<file path="src/rtl/mxn_scan_if.sv">
// Bundle of the mxn_scan producer/consumer signals.
// The master side drives channel data, select and consumer ready; the slave side is the mux.
interface mxn_scan_if #(
    parameter int WIDTH = 8,
    parameter int CH    = 4,
    parameter int SELW  = 2
);
    logic                  mode;
    logic [SELW-1:0]       sel;
    logic [CH*WIDTH-1:0]   d;
    logic [CH-1:0]         in_valid;
    logic [CH-1:0]         in_ready;
    logic [WIDTH-1:0]      y;
    logic                  y_valid;
    logic [SELW-1:0]       y_ch;
    logic                  out_ready;

    modport master (
        output mode, sel, d, in_valid, out_ready,
        input  in_ready, y, y_valid, y_ch
    );

    modport slave (
        input  mode, sel, d, in_valid, out_ready,
        output in_ready, y, y_valid, y_ch
    );
endinterface

</file>
<file path="src/rtl/mxn_scan.sv">
// N-channel registered mux with valid/ready handshakes.
// The channel is picked by an external select (manual) or by a round-robin pointer (scan).
module mxn_scan #(
    parameter int WIDTH = 8,
    parameter int CH    = 4,
    parameter int SELW  = 2
) (
    input  logic       clk,
    input  logic       reset,
    mxn_scan_if.slave  bus
);
    localparam logic [SELW:0]   CH_W   = (SELW+1)'(CH);
    localparam logic [SELW-1:0] LAST_CH = SELW'(CH - 1);

    logic [SELW-1:0]  ptr;
    logic [SELW-1:0]  g;
    logic             grant_valid;
    logic             ld;
    logic [SELW:0]    idx;

    // The output register can take a new word when it is empty or being drained.
    assign ld = ~bus.y_valid | bus.out_ready;

    always_comb begin
        grant_valid = 1'b0;
        g           = '0;
        idx         = '0;
        if (!bus.mode) begin
            if ({1'b0, bus.sel} < CH_W) begin
                g           = bus.sel;
                grant_valid = bus.in_valid[bus.sel];
            end
        end else begin
            // Walk downwards so the index closest to ptr is the one left standing.
            for (int k = CH - 1; k >= 0; k--) begin
                idx = {1'b0, ptr} + (SELW+1)'(k);
                if (idx >= CH_W)
                    idx = idx - CH_W;
                if (bus.in_valid[idx[SELW-1:0]]) begin
                    g           = idx[SELW-1:0];
                    grant_valid = 1'b1;
                end
            end
        end
    end

    always_comb begin
        bus.in_ready = '0;
        for (int i = 0; i < CH; i++)
            bus.in_ready[i] = ~reset & ld & grant_valid & (g == SELW'(i));
    end

    always_ff @(posedge clk) begin
        if (reset) begin
            bus.y       <= '0;
            bus.y_valid <= 1'b0;
            bus.y_ch    <= '0;
            ptr         <= '0;
        end else if (ld) begin
            if (grant_valid) begin
                bus.y       <= bus.d[g*WIDTH +: WIDTH];
                bus.y_ch    <= g;
                bus.y_valid <= 1'b1;
                if (bus.mode)
                    ptr <= (g == LAST_CH) ? '0 : g + SELW'(1);
            end else begin
                bus.y_valid <= 1'b0;
            end
        end
    end
endmodule

</file>
<file path="src/flat_wrapper.sv">
// flat-port wrapper written by rule: the top's interface ports become plain ports
module mxn_scan_flat 
#(
    parameter int WIDTH = 8,
    parameter int CH    = 4,
    parameter int SELW  = 2
)
  (clk, reset, bus_mode, bus_sel, bus_d, bus_in_valid, bus_out_ready, bus_in_ready, bus_y, bus_y_valid, bus_y_ch);
  mxn_scan_if #(.WIDTH(WIDTH), .CH(CH), .SELW(SELW)) bus_i ();
  input  logic clk;
  input  logic reset;
  input wire logic [$bits(bus_i.mode)-1:0] bus_mode;
  input wire logic [$bits(bus_i.sel)-1:0] bus_sel;
  input wire logic [$bits(bus_i.d)-1:0] bus_d;
  input wire logic [$bits(bus_i.in_valid)-1:0] bus_in_valid;
  input wire logic [$bits(bus_i.out_ready)-1:0] bus_out_ready;
  output wire logic [$bits(bus_i.in_ready)-1:0] bus_in_ready;
  output wire logic [$bits(bus_i.y)-1:0] bus_y;
  output wire logic [$bits(bus_i.y_valid)-1:0] bus_y_valid;
  output wire logic [$bits(bus_i.y_ch)-1:0] bus_y_ch;
  assign bus_i.mode = bus_mode;
  assign bus_i.sel = bus_sel;
  assign bus_i.d = bus_d;
  assign bus_i.in_valid = bus_in_valid;
  assign bus_i.out_ready = bus_out_ready;
  assign bus_in_ready = bus_i.in_ready;
  assign bus_y = bus_i.y;
  assign bus_y_valid = bus_i.y_valid;
  assign bus_y_ch = bus_i.y_ch;
  mxn_scan #(.WIDTH(WIDTH), .CH(CH), .SELW(SELW)) u_core (.clk(clk), .reset(reset), .bus(bus_i));
endmodule
</file>
<file path="config.mk">
export PLATFORM = sky130hd
export DESIGN_NAME = mxn_scan_flat
export DESIGN_NICKNAME = d
export VERILOG_FILES = /design/src/rtl/mxn_scan_if.sv /design/src/rtl/mxn_scan.sv /design/src/flat_wrapper.sv
export SDC_FILE = /design/constraint.sdc
export NUM_CORES = 1
export LEC_CHECK = 0
export CAP_MARGIN = 10
export CORE_MARGIN = 1
export CORE_UTILIZATION = 34
export CTS_CLUSTER_DIAMETER = 80
export CTS_CLUSTER_SIZE = 30
export DETAILED_ROUTE_END_ITERATION = 16
export HOLD_SLACK_MARGIN = 0.12
export PLACE_DENSITY = 0.83
export RECOVER_POWER = 50
export SLEW_MARGIN = 30
export SYNTH_ARGS = -nofsm -noshare
export SYNTH_HDL_FRONTEND = slang
export SYNTH_SLANG_ARGS = --single-unit
</file>
<file path="constraint.sdc">
create_clock -name clk -period 1.9 [get_ports clk]
set_input_delay 0.285 -clock clk [delete_from_list [all_inputs] [get_ports clk]]
set_output_delay 0.285 -clock clk [all_outputs]
set_load 0.005 [all_outputs]
</file>
Yosys cells after proc, flatten, opt, wreduce, memory -nomap -nowiden
Cells that the tools add are included.
{ "totals": {"reg_bits": 13, "input_bits": 42, "output_inout_bits": 15, "wordCells": 67} }
{ "classes": {"n_addsub": 8, "magnitude_cmp": 9, "eq_ne": 3, "shifts": 1, "n_mux": 30, "n_bitwise": 9, "n_reduce_logical": 3} }
{ "op_table": {"columns": ["cell", "n"], "rows": [
  ["32-bit by 6-bit indexed part select with 8-bit output", 1],
  ["2-bit two-way mux", 14],
  ["2-bit by 3-bit less-than comparator with 1-bit output, second input constant", 5],
  ["1-bit two-way mux", 11],
  ["1-bit binary-select mux with 2-bit select", 5],
  ["3-bit greater-or-equal comparator, second input constant", 3],
  ["2-bit by 1-bit subtractor with 2-bit output, second input constant", 4],
  ["2-bit by 2-bit adder with 3-bit output, second input constant", 2],
  ["1-bit AND", 6],
  ["2-bit equality test, second input constant", 2],
  ["2-bit by 1-bit adder with 3-bit output, second input constant", 1],
  ["2-bit by 3-bit greater-or-equal comparator with 1-bit output, second input constant", 1],
  ["3-bit AND reduction", 1],
  ["2-bit by 1-bit adder with 2-bit output, second input constant", 1],
  ["2-bit by 1-bit equality test with 1-bit output, second input constant", 1],
  ["2-bit zero test", 1],
  ["1-bit inverter", 2],
  ["2-bit AND reduction", 1],
  ["1-bit bitwise OR", 1]
]} }

Longest topological paths before layout
{ "depth": {"word_depth": 13, "depth_mapped": 9, "ltp_nobuf": 8} }

Least setup slack after synthesis
No wires, ideal clock.
{ "synth_path": {"path_kind": "input to output", "startpoint": "input port bus_mode", "endpoint": "output port bus_in_ready[3]", "arrival_time_ns": 1.590, "required_time_ns": 1.615, "path_slack_ns": 0.025, "path_stages": 7, "n_path_buf": 2, "path_cell_list": "buf_2 > or3b_2 > o211ai_1 > inv_1 > clkbuf_1 > ha_1 > and2_1"} }
{ "synth_via": {"elab_chain_len": 3, "word_cells_on_any_way": 5, "cone_classes": "eq/ne (1); mux (2); bitwise (2)"} }
{ "synth_rtl": {"columns": ["item", "line_no", "source"], "rows": [
  ["start, declared", "flat_wrapper.sv:12", "input wire logic [$bits(bus_i.mode)-1:0] bus_mode;"],
  ["2-bit two-way mux / 1-bit two-way mux (equally long branches)", "mxn_scan.sv:28", "if (!bus.mode) begin"],
  ["2-bit equality test / 1-bit AND (equally long branches)", "mxn_scan.sv:50", "bus.in_ready[i] = ~reset & ld & grant_valid & (g == SELW'(i));"],
  ["1-bit AND *", "mxn_scan.sv:50", null],
  ["end, declared", "flat_wrapper.sv:17", "output wire logic [$bits(bus_i.in_ready)-1:0] bus_in_ready;"]
]} }
Every way passes the cells marked *; elsewhere a longest branch is shown, timed or not.

Final worst setup path
{ "layout_path": {"startpoint": "register u_core.ptr[1]", "endpoint": "output port bus_in_ready[3]"} }
{ "layout_via": {"elab_chain_len": 13, "word_cells_on_any_way": 40, "cone_classes": "add/sub (7); order compare (4); eq/ne (1); mux (26); bitwise (2)"} }
{ "layout_rtl": {"columns": ["item", "line_no", "source"], "rows": [
  ["start, declared", "mxn_scan.sv:15", "logic [SELW-1:0] ptr;"],
  ["start signal, assigned", "mxn_scan.sv:65", "ptr <= (g == LAST_CH) ? '0 : g + SELW'(1);"],
  ["2-bit by 2-bit adder with 3-bit output", "mxn_scan.sv:36", "idx = {1'b0, ptr} + (SELW+1)'(k);"],
  ["3-bit greater-or-equal comparator / 2-bit by 1-bit subtractor with 2-bit output (equally long branches)", "mxn_scan.sv:37, mxn_scan.sv:38", null],
  ["2-bit two-way mux", "mxn_scan.sv:37", "if (idx >= CH_W)"],
  ["2-bit two-way mux", "mxn_scan.sv:28", null],
  ["1-bit binary-select mux with 2-bit select", "mxn_scan.sv:39", "if (bus.in_valid[idx[SELW-1:0]]) begin"],
  ["1-bit two-way mux (implied by the code)", "mxn_scan.sv:39", null],
  ["2-bit two-way mux / 1-bit two-way mux (equally long branches) (4 in a row)", "mxn_scan.sv:39", null],
  ["2-bit two-way mux / 1-bit two-way mux (equally long branches)", "mxn_scan.sv:28", null],
  ["2-bit equality test / 1-bit AND (equally long branches)", "mxn_scan.sv:50", null],
  ["1-bit AND *", "mxn_scan.sv:50", null]
]} }
Every way passes the cells marked *; elsewhere a longest branch is shown, timed or not. The select of a mux whose other input is x is not followed.

==> results.md <==
* Worst hold path stage count at 2
* Failing checks: setup timing
* Syn_nets at 157
* Number of CTS-inserted buffers at 3
* Peak Freq at a little under 0.5 GHz
* Max FO, Critical Path at 6
* H-Tree Depth at 1
* Post-synthesis area per instance at 8.64 µm²
* Post-route DRC at 0
* Commonest non-fill, non-tap cells in the layout: clkdlybuf4s50_1, buf_4, nor3b_1
* Routed Antenna Nets at 0
* Setup crit start kind: flop
* # nets final at around 230
* CP Data Required Time at between 1500 and 2000 ps
* Synthesized area at around 1000 µm²
* Number of global-route vias before repair at 1,192
* Number of buffers added on ports at 56
* Commonest non-fill, non-tap cell in the layout: clkdlybuf4s50_1
* Chip width at between 50 and 60 µm
* FILL cells at 236
* GPL Wtd Cong at just over 0.8
* Hold crit path type: reg2reg
* GRT Total Usage at 0.216
* Setup Viol. Count Final at 4
* Register area share after synthesis at 0.264
* Ports at 57
* Status: finished with violations
* Cell Rows at 19
* Async S/R FF share, synth at 0
* Syn Inst Count at between 100 and 150
* Synth Register Bits at 13
* Core area at 0.00276 mm²
* DRT iter0 DRCs at 24
* Final cell count without fillers at around 210
* Place WS at -785 ps
* Final Max Slew Viols at 0
* Root Driver: clkbuf_4
* Drt pass-1 iters at 4
* Unrepaired setup endpoints after global routing: true
* Clock Path Buffers at 2
* Layout cells sized above 1 at 0.284
* Synth warn at 0
* Top FF cell, synth: dfxtp_1
* Skew final at slightly below 0.5 ps
* CTS tree: yes
* Worst IR Drop VDD at 0.439 mV
* Synth-to-layout area growth at 76.1%
* Max_slew headroom at 0.643
* Post-DP HPWL at 2.53 mm
* Least-Margin Pin Slew at between 500 and 600 ps
* Global-route wire length before repair at about 5.3 mm
* Post-synth EDFFs at 0
* Final hold viol count at 0
* # clock sinks at 13
* Placed cell count at roughly 200
* Slack of the critical path at -143 ps
* Crit path arrival time at ~1800 ps
* Die Footprint at 0.00312 mm²
* Final Cycle Share at 1.08
* Yosys cell types at 33
* Max-Cap Viols at 0
* WS Path Type: reg2out
* P per Cell Area at ~540 mW/mm²
* Die height at ~56 µm
* Reg2Reg Depth at 7
* Starting density of the core at 0.357
* Leak at 0.000679 µW
* Crit end category: output port
* Clock-pin slew on the worst setup and hold paths at 80 ps
* Min cycle time layout at about 2000 ps
* Worst skew pair latency at about 270 ps
* Initial antenna violation count at 0
* N_diodes at 0
* Grt ovf at 0
* Pin count of the biggest net entering global routing at 18
* Routed vias/inst at approximately 5.5
* Routed WL per cell at approximately 16 µm
* Vias at about 1,200
* Routed wire length at roughly 3.4 mm
-- cell usage after synthesis (5+ instances only) --
| library cell | instances | area (µm²) |
|---|---|---|
| dfxtp_1 | 13 | 260 |
| o31ai_1 | 8 | 60.1 |
| a21oi_1 | 6 | 30.0 |
| nor2_1 | 5 | 18.8 |
| a211oi_1 | 15 | 113 |
| nor3b_1 | 17 | 128 |
| nand3b_1 | 9 | 67.6 |
-- path summary, 6_finish.rpt --
kind | startpoint | endpoint | slack (ps)
hold reg to reg | u_core.bus.y[1]$_SDFFE_PP0P_ | u_core.bus.y[1]$_SDFFE_PP0P_ | 500
setup reg to reg | u_core.ptr[1]$_SDFFE_PP0P_ | u_core.bus.y[5]$_SDFFE_PP0P_ | 40
setup / recovery | u_core.ptr[1]$_SDFFE_PP0P_ | bus_in_ready[3] | -140
hold / removal | u_core.bus.y[1]$_SDFFE_PP0P_ | u_core.bus.y[1]$_SDFFE_PP0P_ | 500
-- cell type report --
cell class | instances | area [µm²] | share of cell area
flip-flops and latches | 13 | 265 | 0.153
clock buffers | 4 | 26.3 | 0.0152
inverters | 4 | 16.3 | 0.00938
well taps | 31 | 38.8 | 0.0224
multi-input cells | 87 | 713 | 0.411
repair buffers | 75 | 674 | 0.389
-- metal layers --
| metal | share of wire | track usage | vias to the layer above |
|---|---|---|---|
| met5 | 0 | 0 | - |
| met4 | 0.0081 | 0.0627 | 0 |
| met3 | 0.038 | 0.0279 | 2 |
| met2 | 0.52 | 0.404 | 37 |
| met1 | 0.43 | 0.255 | 561 |
| li1 | - | - | 573 |
-- critical path: stages, from the launching register on --
cell	delay, ps
dfxtp_4	370
and2b_1	180
nor3b_1	40
o211a_1	220
or2_4	270
ha_4	170
and2_4	130
buf_6	110
-- what timing repair did --
action | 4_1_cts | 5_1_grt
hold buffers | 0 | 0
pin swaps | 8 | 1
gates resized for setup | 50 | 5
endpoints found under the setup margin | 15 | 11
setup buffers | 4 | 0
-- kinds of logic (layout without fill, tap and decap cells) --
group / count (synthesis) / in the layout / synth area share
buffers and inverters: 14 / 83 / 0.0839
flip-flops: 13 / 13 / 0.264
adder cells (fa/ha/maj): 1 / 1 / 0.0127
AO/OA/AOI/OAI: 35 / 35 / 0.262
AND/OR/NAND/NOR: 46 / 46 / 0.313
multiplexers: 5 / 5 / 0.0648
-- flip-flops by register name (all words and copies together), names as in the netlist --
register,count
u_core.bus.y,8
u_core.bus.y_ch,2
u_core.ptr,2
u_core.bus.y_valid,1
-- where the power goes --
group / internal (µW) / switching [µW] / total (µW)
clock: 81.2 / 90.7 / 172
combinational: 250 / 191 / 441
sequential: 308 / 20.6 / 329
-- through the flow --
step                      TNS [ps]  hold WS, ps   util  total power, µW  area [µm²]
after detailed placement     -7750          487  0.591              744        1630
after floorplan                  0          471      -              528         985
final                         -460          504  0.629              942        1730
after CTS                     -504          504  0.621              938        1710
after global placement       -6720          473  0.591              731        1630
after global routing          -750          521  0.629              991        1730
(Power assumes the default switching activity.)
==> patch (same settings) <==
Reset style: asynchronous (`reset`), changed in one clocked block.
--- a/src/rtl/mxn_scan.sv
+++ b/src/rtl/mxn_scan.sv
@@ -51,5 +51,5 @@
     end
 
-    always_ff @(posedge clk) begin
+    always_ff @(posedge clk or posedge reset) begin
         if (reset) begin
             bus.y       <= '0;
Check against the original RTL: differs if reset is asserted again (counterexample within 4 cycles, from zero or initial values and one cycle with reset high); with reset held inactive, the same outputs for 10 cycles.
==> patch against the original RTL <==
- the flow still finishes with violations (negative setup slack)
- setup slack worse by 0.19 ns
- area after synthesis grew 1.5%
- routed wire length is 11% higher
- sequential cell count unchanged
- maximum frequency is 8.4% lower
- worst hold slack got worse by 0.018 ns
- register-to-register slack worse by 0.32 ns
- design area rose by 14%
- core utilization increased by 8.1 points
- die area increased by 1.5%
Power is not compared: it rests on default switching activity, and its combinational part moved more than twofold at a synthesized area within 25%.
==> patch: results <==
metrics = {
    "setup_path": {
        "path_delay_family": "flip-flops",
        "slowest_stage": "dfrtp_2",
        "r2r.worst_path.cells": 9,
    },
    "finish": {
        "multiInputGateArea_um2": 759.5,
        "seq_cell_count": 13,
        "fillers": 197,
        "clkCellAreaFrac_pct": 1.332,
    },
    "placement": {
        "pre_cts_ws_ns": -0.9007,
        "place.gp.congestion": 0.9583,
        "dp.final_hpwl_um": 2399,
        "placed_area_um2": 1719,
    },
    "status": {
        "violations": "negative setup slack",
        "outcome": "complete, but fails checks",
    },
    "global_route": {
        "grt_pass1_wl_um": 5913,
        "grt_use_met2_pct": 46.26,
        "grt.total_usage_pct": 24.90,
    },
    "detailed_routing": {
        "vias": 1068,
        "dr_wl_met2_um": 1900,
        "wl_met3_um": 240,
        "routed_wl_um": 3732,
    },
    "timing": {
        "finalSetupViolations": 12,
        "finalWorstSetupSlack_ns": -0.3302,
        "fin_worst_skew_ns": 0.007718,
    },
    "synthesis": {
        "synth-compound-area-share_pct": 11.39,
        "synth_cell_type_count": 29,
        "synth_common_cells": "mux2i_1 (24), dfrtp_1 (13), mux2_2 (9)",
        "seq_area_frac_synth_pct": 32.54,
        "synth_fa_ha_area_share_pct": 1.252,
        "synth_nets": 133,
    },
}
-- patch: path summary, 6_finish.rpt --
kind / start / to / slack (ns)
setup / recovery: u_core.ptr[1] / bus_in_ready[0] / -0.33
hold / removal: reset / u_core.bus.y_ch[1] / 0.49
setup reg to reg: u_core.ptr[1] / u_core.bus.y[4] / -0.28
hold reg to reg: u_core.bus.y_ch[0] / u_core.bus.y_ch[0] / 0.50
max in group asynchronous: reset / u_core.ptr[1] / 1.23
min in group clk: u_core.bus.y_ch[0] / u_core.bus.y_ch[0] / 0.50
-- patch: metrics by stage --
step	hold slack (ns)	cells	util (%)	TNS, ns	total power, W
2_1_floorplan	0.1750	90	-	0	0.0009270
3_3_place_gp	0.4868	193	61.81	-9.091	0.001355
3_5_place_dp	0.4820	193	61.81	-10.71	0.001392
4_1_cts	0.3541	210	70.00	-2.152	0.001803
5_1_grt	0.5126	207	70.94	-4.006	0.001991
6_report	0.4856	207	70.94	-3.225	0.001885
